===== src/rtl/rr_arb4.sv =====
// Four-requester round-robin arbiter with held grants and bubble-free handoff.
// Optional tenure timeout is enabled by defining ARB_TIMEOUT_EN (uses HOLD_MAX).
module rr_arb4 #(
  parameter int unsigned HOLD_MAX = 15
) (
  input  logic       clk,
  input  logic       rst,
  input  logic [3:0] req,
  output logic [3:0] gnt,
  output logic [1:0] gnt_idx,
  output logic       gnt_vld,
  output logic       to
);

  typedef enum logic {IDLE, GRANT} state_t;

  state_t     state_q, state_d;
  logic [1:0] idx_q, idx_d;
  logic [1:0] last_q, last_d;
  logic [3:0] gnt_q, gnt_d;
  logic       to_q, to_d;
  logic [2:0] pickNew;
`ifdef ARB_TIMEOUT_EN
  logic [7:0] cnt_q, cnt_d;
  logic [3:0] others;
  logic [2:0] pickOther;
`endif

  if (HOLD_MAX < 2 || HOLD_MAX > 255) begin : g_bad_hold_max
    $error("rr_arb4: HOLD_MAX must be in 2..255");
  end

  // Returns {found, index} of the first set bit of v, scanning base, base+1, ... with wrap.
  function automatic logic [2:0] pick(input logic [3:0] v, input logic [1:0] base);
    logic [2:0] r;
    logic [1:0] c;
    r = 3'b000;
    for (int k = 3; k >= 0; k--) begin
      c = base + 2'(k);
      if (v[c]) r = {1'b1, c};
    end
    return r;
  endfunction

  always_comb begin
    state_d = state_q;
    idx_d   = idx_q;
    last_d  = last_q;
    to_d    = 1'b0;
    pickNew = 3'b000;
`ifdef ARB_TIMEOUT_EN
    cnt_d     = 8'd0;
    others    = req & ~(4'b0001 << idx_q);
    pickOther = pick(others, idx_q + 2'd1);
`endif
    case (state_q)
      IDLE: begin
        pickNew = pick(req, last_q + 2'd1);
        if (pickNew[2]) begin
          state_d = GRANT;
          idx_d   = pickNew[1:0];
          last_d  = pickNew[1:0];
        end
      end
      GRANT: begin
        if (!req[idx_q]) begin
          pickNew = pick(req, idx_q + 2'd1);
          if (pickNew[2]) begin
            idx_d  = pickNew[1:0];
            last_d = pickNew[1:0];
          end else begin
            state_d = IDLE;
          end
        end else begin
`ifdef ARB_TIMEOUT_EN
          // At the tenure limit, revoke only if someone else is waiting.
          if (cnt_q == 8'(HOLD_MAX - 1)) begin
            if (pickOther[2]) begin
              idx_d  = pickOther[1:0];
              last_d = pickOther[1:0];
              to_d   = 1'b1;
            end
          end else begin
            cnt_d = cnt_q + 8'd1;
          end
`endif
        end
      end
      default: state_d = IDLE;
    endcase
    gnt_d = (state_d == GRANT) ? (4'b0001 << idx_d) : 4'b0000;
  end

  always_ff @(posedge clk) begin
    if (rst) begin
      state_q <= IDLE;
      idx_q   <= 2'b00;
      last_q  <= 2'b11;
      gnt_q   <= 4'b0000;
      to_q    <= 1'b0;
`ifdef ARB_TIMEOUT_EN
      cnt_q   <= 8'd0;
`endif
    end else begin
      state_q <= state_d;
      idx_q   <= idx_d;
      last_q  <= last_d;
      gnt_q   <= gnt_d;
      to_q    <= to_d;
`ifdef ARB_TIMEOUT_EN
      cnt_q   <= cnt_d;
`endif
    end
  end

  assign gnt     = gnt_q;
  assign gnt_idx = idx_q;
  assign gnt_vld = (state_q == GRANT);
  assign to      = to_q;

endmodule


===== config.mk =====
export PLATFORM = sky130hd
export DESIGN_NAME = rr_arb4
export DESIGN_NICKNAME = d
export VERILOG_FILES = /design/src/rtl/rr_arb4.sv
export SDC_FILE = /design/constraint.sdc
export NUM_CORES = 1
export LEC_CHECK = 0
export ABC_AREA = 1
export BUFFER_PORTS_ARGS = -buffer_cell sky130_fd_sc_hd__buf_2
export CORE_MARGIN = 8
export CORE_UTILIZATION = 40
export CTS_CLUSTER_SIZE = 8
export DETAILED_ROUTE_END_ITERATION = 6
export GPL_ROUTABILITY_DRIVEN = 0
export SYNTH_ARGS = -nofsm -noshare
export SYNTH_HDL_FRONTEND = slang
export SYNTH_SLANG_ARGS = --single-unit

===== constraint.sdc =====
create_clock -name clk -period 2.85 [get_ports clk]
set_input_delay 0.1425 -clock clk [delete_from_list [all_inputs] [get_ports clk]]
set_output_delay 0.1425 -clock clk [all_outputs]
set_load 0.01 [all_outputs]

==> impl_metrics.prom <==
# TYPE chip_impl_metric gauge
chip_impl_info{name="outcome",value="completed"} 1
chip_impl_metric{name="mappedNetlistArea",unit="µm²"} 805
chip_impl_metric{name="power-per-cell-area",unit="nW/µm²"} 1130
chip_impl_metric{name="cts.repair.resized",unit=""} 0
chip_impl_metric{name="final.setup_skew",unit="ps"} 7.00
chip_impl_metric{name="finalMaxSlewViolations",unit=""} 0
chip_impl_metric{name="gr-usage-all-layers",unit="%"} 10.9
chip_impl_metric{name="synth_fp_nets",unit=""} 144
chip_impl_metric{name="die_w",unit="µm"} 60.8
chip_impl_metric{name="grt_antenna_before_repair",unit=""} 0
chip_impl_metric{name="drt_first_iter_violations",unit=""} 30
chip_impl_info{name="worstSetupPathType",value="reg2reg"} 1
chip_impl_metric{name="timing.final.crit_period",unit="ps"} 1630
chip_impl_metric{name="yosys.cell_types.count",unit=""} 23
chip_impl_metric{name="hpwl_after_detailed_placement",unit="mm"} 1.54
chip_impl_metric{name="final_util",unit="%"} 46.5
chip_impl_metric{name="cell_internal_pwr",unit="µW"} 480
chip_impl_metric{name="layout.filler_cells",unit=""} 224
chip_impl_metric{name="routed_wire_length_per_instance",unit="µm"} 10.2
chip_impl_metric{name="area_of_the_multi_input_gates",unit="µm²"} 519
chip_impl_metric{name="synthCells",unit=""} 138
chip_impl_metric{name="routed-via-count",unit=""} 837
chip_impl_info{name="min_path_type",value="in2reg"} 1
chip_impl_metric{name="drt_pre_antenna_iters",unit=""} 4
chip_impl_metric{name="numCtsBuffers",unit=""} 3
chip_impl_info{name="unrepaired_setup_endpoints_after_global_routing",value="no"} 1
chip_impl_info{name="layout_commonest_cell",value="sky130_fd_sc_hd__nand2_1"} 1
chip_impl_info{name="critical-path-slowest-cell",value="sky130_fd_sc_hd__dfxtp_1"} 1
chip_impl_metric{name="place_inst",unit=""} 174
chip_impl_info{name="synth.area.top_cells",value="sky130_fd_sc_hd__nand2_1 (29%), sky130_fd_sc_hd__dfxtp_1 (22%), sky130_fd_sc_hd__nand2_2 (9.3%)"} 1
chip_impl_metric{name="total_switching_power",unit="µW"} 529
chip_impl_metric{name="holdBufCountCts",unit=""} 0
chip_impl_metric{name="cts-root-to-sink-buffers",unit=""} 2
chip_impl_metric{name="critPathMaxFanout",unit=""} 11
chip_impl_metric{name="grt_pass1_vias",unit=""} 755
chip_impl_metric{name="place_worst_setup_slack",unit="ps"} 1240
chip_impl_metric{name="clock_insertion_delay_worst_skew",unit="ps"} 260
chip_impl_metric{name="areaGrowthSynthToFinish",unit="%"} 11.2
chip_impl_metric{name="grt_first_pass_wirelength",unit="mm"} 3.13
chip_impl_metric{name="combinationalPowerShare",unit="%"} 67.0
chip_impl_metric{name="ant_nets",unit=""} 0
chip_impl_metric{name="synthesis.area_per_instance",unit="µm²"} 5.83
chip_impl_metric{name="grt-ovfl-total",unit=""} 0
chip_impl_metric{name="floorplan.die.height",unit="µm"} 60.8
chip_impl_metric{name="synth-warning-count",unit=""} 0
chip_impl_metric{name="timing.final.ws_setup",unit="ps"} 1220
chip_impl_metric{name="initial_standard_cell_utilization_of_the_core",unit="%"} 41.9
chip_impl_metric{name="largest_net_degree_at_the_start_of_global_routing",unit=""} 12
chip_impl_metric{name="layout_worst_path_cycle_share",unit="%"} 57.2
chip_impl_metric{name="clk_pin_slew_worst_paths",unit="ps"} 60
chip_impl_metric{name="finalNetCount",unit=""} 158
chip_impl_info{name="critical_path.most_common_cell",value="sky130_fd_sc_hd__nand2_1"} 1
chip_impl_metric{name="final_routed_wirelength_across_all_metal_layers",unit="mm"} 1.81
chip_impl_info{name="path_delay_family",value="flip-flops"} 1
chip_impl_info{name="critical_path.endpoint_type",value="flop"} 1
chip_impl_metric{name="via_per_inst",unit=""} 4.70
chip_impl_metric{name="core",unit="µm²"} 1920
chip_impl_metric{name="finalHoldViolCount",unit=""} 0
chip_impl_metric{name="clock_tree.htree_level_count",unit=""} 1
chip_impl_metric{name="finalNonFillerCells",unit=""} 178
chip_impl_info{name="cts_tree",value="built"} 1
chip_impl_metric{name="area.sequential",unit="µm²"} 180
chip_impl_metric{name="std_cell_rows",unit=""} 16
chip_impl_info{name="cp_cell_sequence",value="inv_6 -> nand2_1 -> nand2_1 -> o211ai_2 -> nand2_1 -> nand2_1 -> inv_1 -> o211ai_1 -> nand2_1"} 1
chip_impl_metric{name="yosysTopAreaCellShare",unit="%"} 28.9
chip_impl_info{name="cts_root_buf",value="sky130_fd_sc_hd__clkbuf_4"} 1
chip_impl_metric{name="layout.cell_area.non_filler",unit="µm²"} 895
chip_impl_metric{name="register_area_share_after_synthesis",unit="%"} 22.4
chip_impl_metric{name="final.hold.worst_slack",unit="ps"} 92.5
chip_impl_metric{name="power.leakage",unit="nW"} 0.533
chip_impl_metric{name="post-route-drc-count",unit=""} 0
chip_impl_metric{name="synth-seq-cells",unit=""} 9
chip_impl_metric{name="cp_data_arrival_time",unit="ps"} 1780
chip_impl_metric{name="max_clock_freq",unit="MHz"} 613
chip_impl_metric{name="seq_power_share",unit="%"} 23.4
chip_impl_info{name="most-common-layout-cells",value="sky130_fd_sc_hd__nand2_1 (62), sky130_fd_sc_hd__inv_1 (12), sky130_fd_sc_hd__nand2_2 (12), sky130_fd_sc_hd__nand3_1 (12), sky130_fd_sc_hd__buf_2 (12)"} 1
chip_impl_metric{name="cts.sink_count",unit=""} 9
chip_impl_metric{name="timing.critical_path.buf_inv",unit=""} 2
chip_impl_metric{name="final-setup-viol-count",unit=""} 0
chip_impl_metric{name="placement.io_buffers",unit=""} 12
chip_impl_metric{name="switching_share",unit="%"} 52.4
chip_impl_metric{name="fraction_of_final_layout_cells_sized_beyond_drive_strength_1",unit="%"} 25.2
chip_impl_metric{name="vdd_drop_max",unit="µV"} 453
chip_impl_metric{name="cp_slowest_stage_delay",unit="ps"} 590
chip_impl_metric{name="placed_area",unit="µm²"} 868
chip_impl_metric{name="fin_tns_setup",unit="ps"} 0
chip_impl_info{name="critPathLaunchType",value="flop"} 1
chip_impl_info{name="post-synth-top-area-cell",value="sky130_fd_sc_hd__nand2_1"} 1
chip_impl_metric{name="n_antenna_cell",unit=""} 0
chip_impl_metric{name="drv.max_cap_violation_count",unit=""} 0
chip_impl_metric{name="fp.dieArea",unit="µm²"} 3700
chip_impl_metric{name="floorplan.io_pins",unit=""} 14
chip_impl_metric{name="clock_power_share",unit="%"} 9.5
chip_impl_metric{name="required",unit="ps"} 3000
chip_impl_metric{name="post_cts.repair.setup_buffers",unit=""} 0
chip_impl_metric{name="fin_total_pwr",unit="mW"} 1.01
## cell type report
type / instances / share of cell area, %
repair buffers: 12 / 6.71
clock buffers: 4 / 2.94
multi-input cells: 108 / 58.0
flip-flops and latches: 9 / 20.1
inverters: 18 / 8.39
well taps: 27 / 3.78
## synth_stat cells (all sizes together)
| master | n |
|---|---|
| o211ai | 3 |
| conb | 1 |
| o21ai | 4 |
| dfxtp | 9 |
| nand3b | 2 |
| nor2 | 3 |
| buf | 3 |
| nand2 | 74 |
| nand4 | 1 |
| a31oi | 1 |
| a21oi | 5 |
| nand3 | 14 |
| inv | 18 |
## cells by family (layout without fill, tap and decap cells)
group	Yosys count	count (layout)	share of synthesized area, %
other	1	1	0.466
buffers and inverters	21	34	13.1
flip-flops	9	9	22.4
AND/OR/NAND/NOR	94	94	53.8
AO/OA/AOI/OAI	13	13	10.3
## path summary, 6_finish.rpt
| kind | from | to | slack [ps] | depth (start not counted) |
|---|---|---|---|---|
| worst min register to register | last_q[1] | last_q[1] | 560 | 2 |
| worst max register to register | gnt_idx[0] | last_q[1] | 1220 | 9 |
| worst max-delay path | gnt_idx[0] | last_q[1] | 1220 | 9 |
| worst min-delay path | rst | gnt_idx[0] | 90 | 2 |
## layer usage
metal	up-vias	GRT usage [%]	wire length (µm)
met5	-	0	0
met4	0	2.99	6
met3	2	3.60	62
met2	11	17.2	864
met1	370	13.8	881
li1	454	-	-
## power groups by stage
stage          clock network [mW]  logic [mW]  registers [mW]
3_5_place_dp                    0       0.675           0.239
4_1_cts                     0.101       0.678           0.236
5_1_grt                     0.109       0.783           0.244
2_1_floorplan                   0       0.582           0.223
3_3_place_gp                    0       0.673           0.237
6_report                   0.0959       0.676           0.236
## state kept, by name, indices dropped and copies added, names as in the netlist
signal and cells:
gnt_idx 2, gnt 4, last_q 2, gnt_vld 1
## worst register-to-register path, delay by kind of cell, from the launching register on
family | cells | cell delay (ps)
AOI/OAI and AO/OA | 2 | 310
buffers and inverters | 2 | 140
DFF | 1 | 590
and+or+nand+nor | 5 | 480
Power figures use the tool's default switching activity.
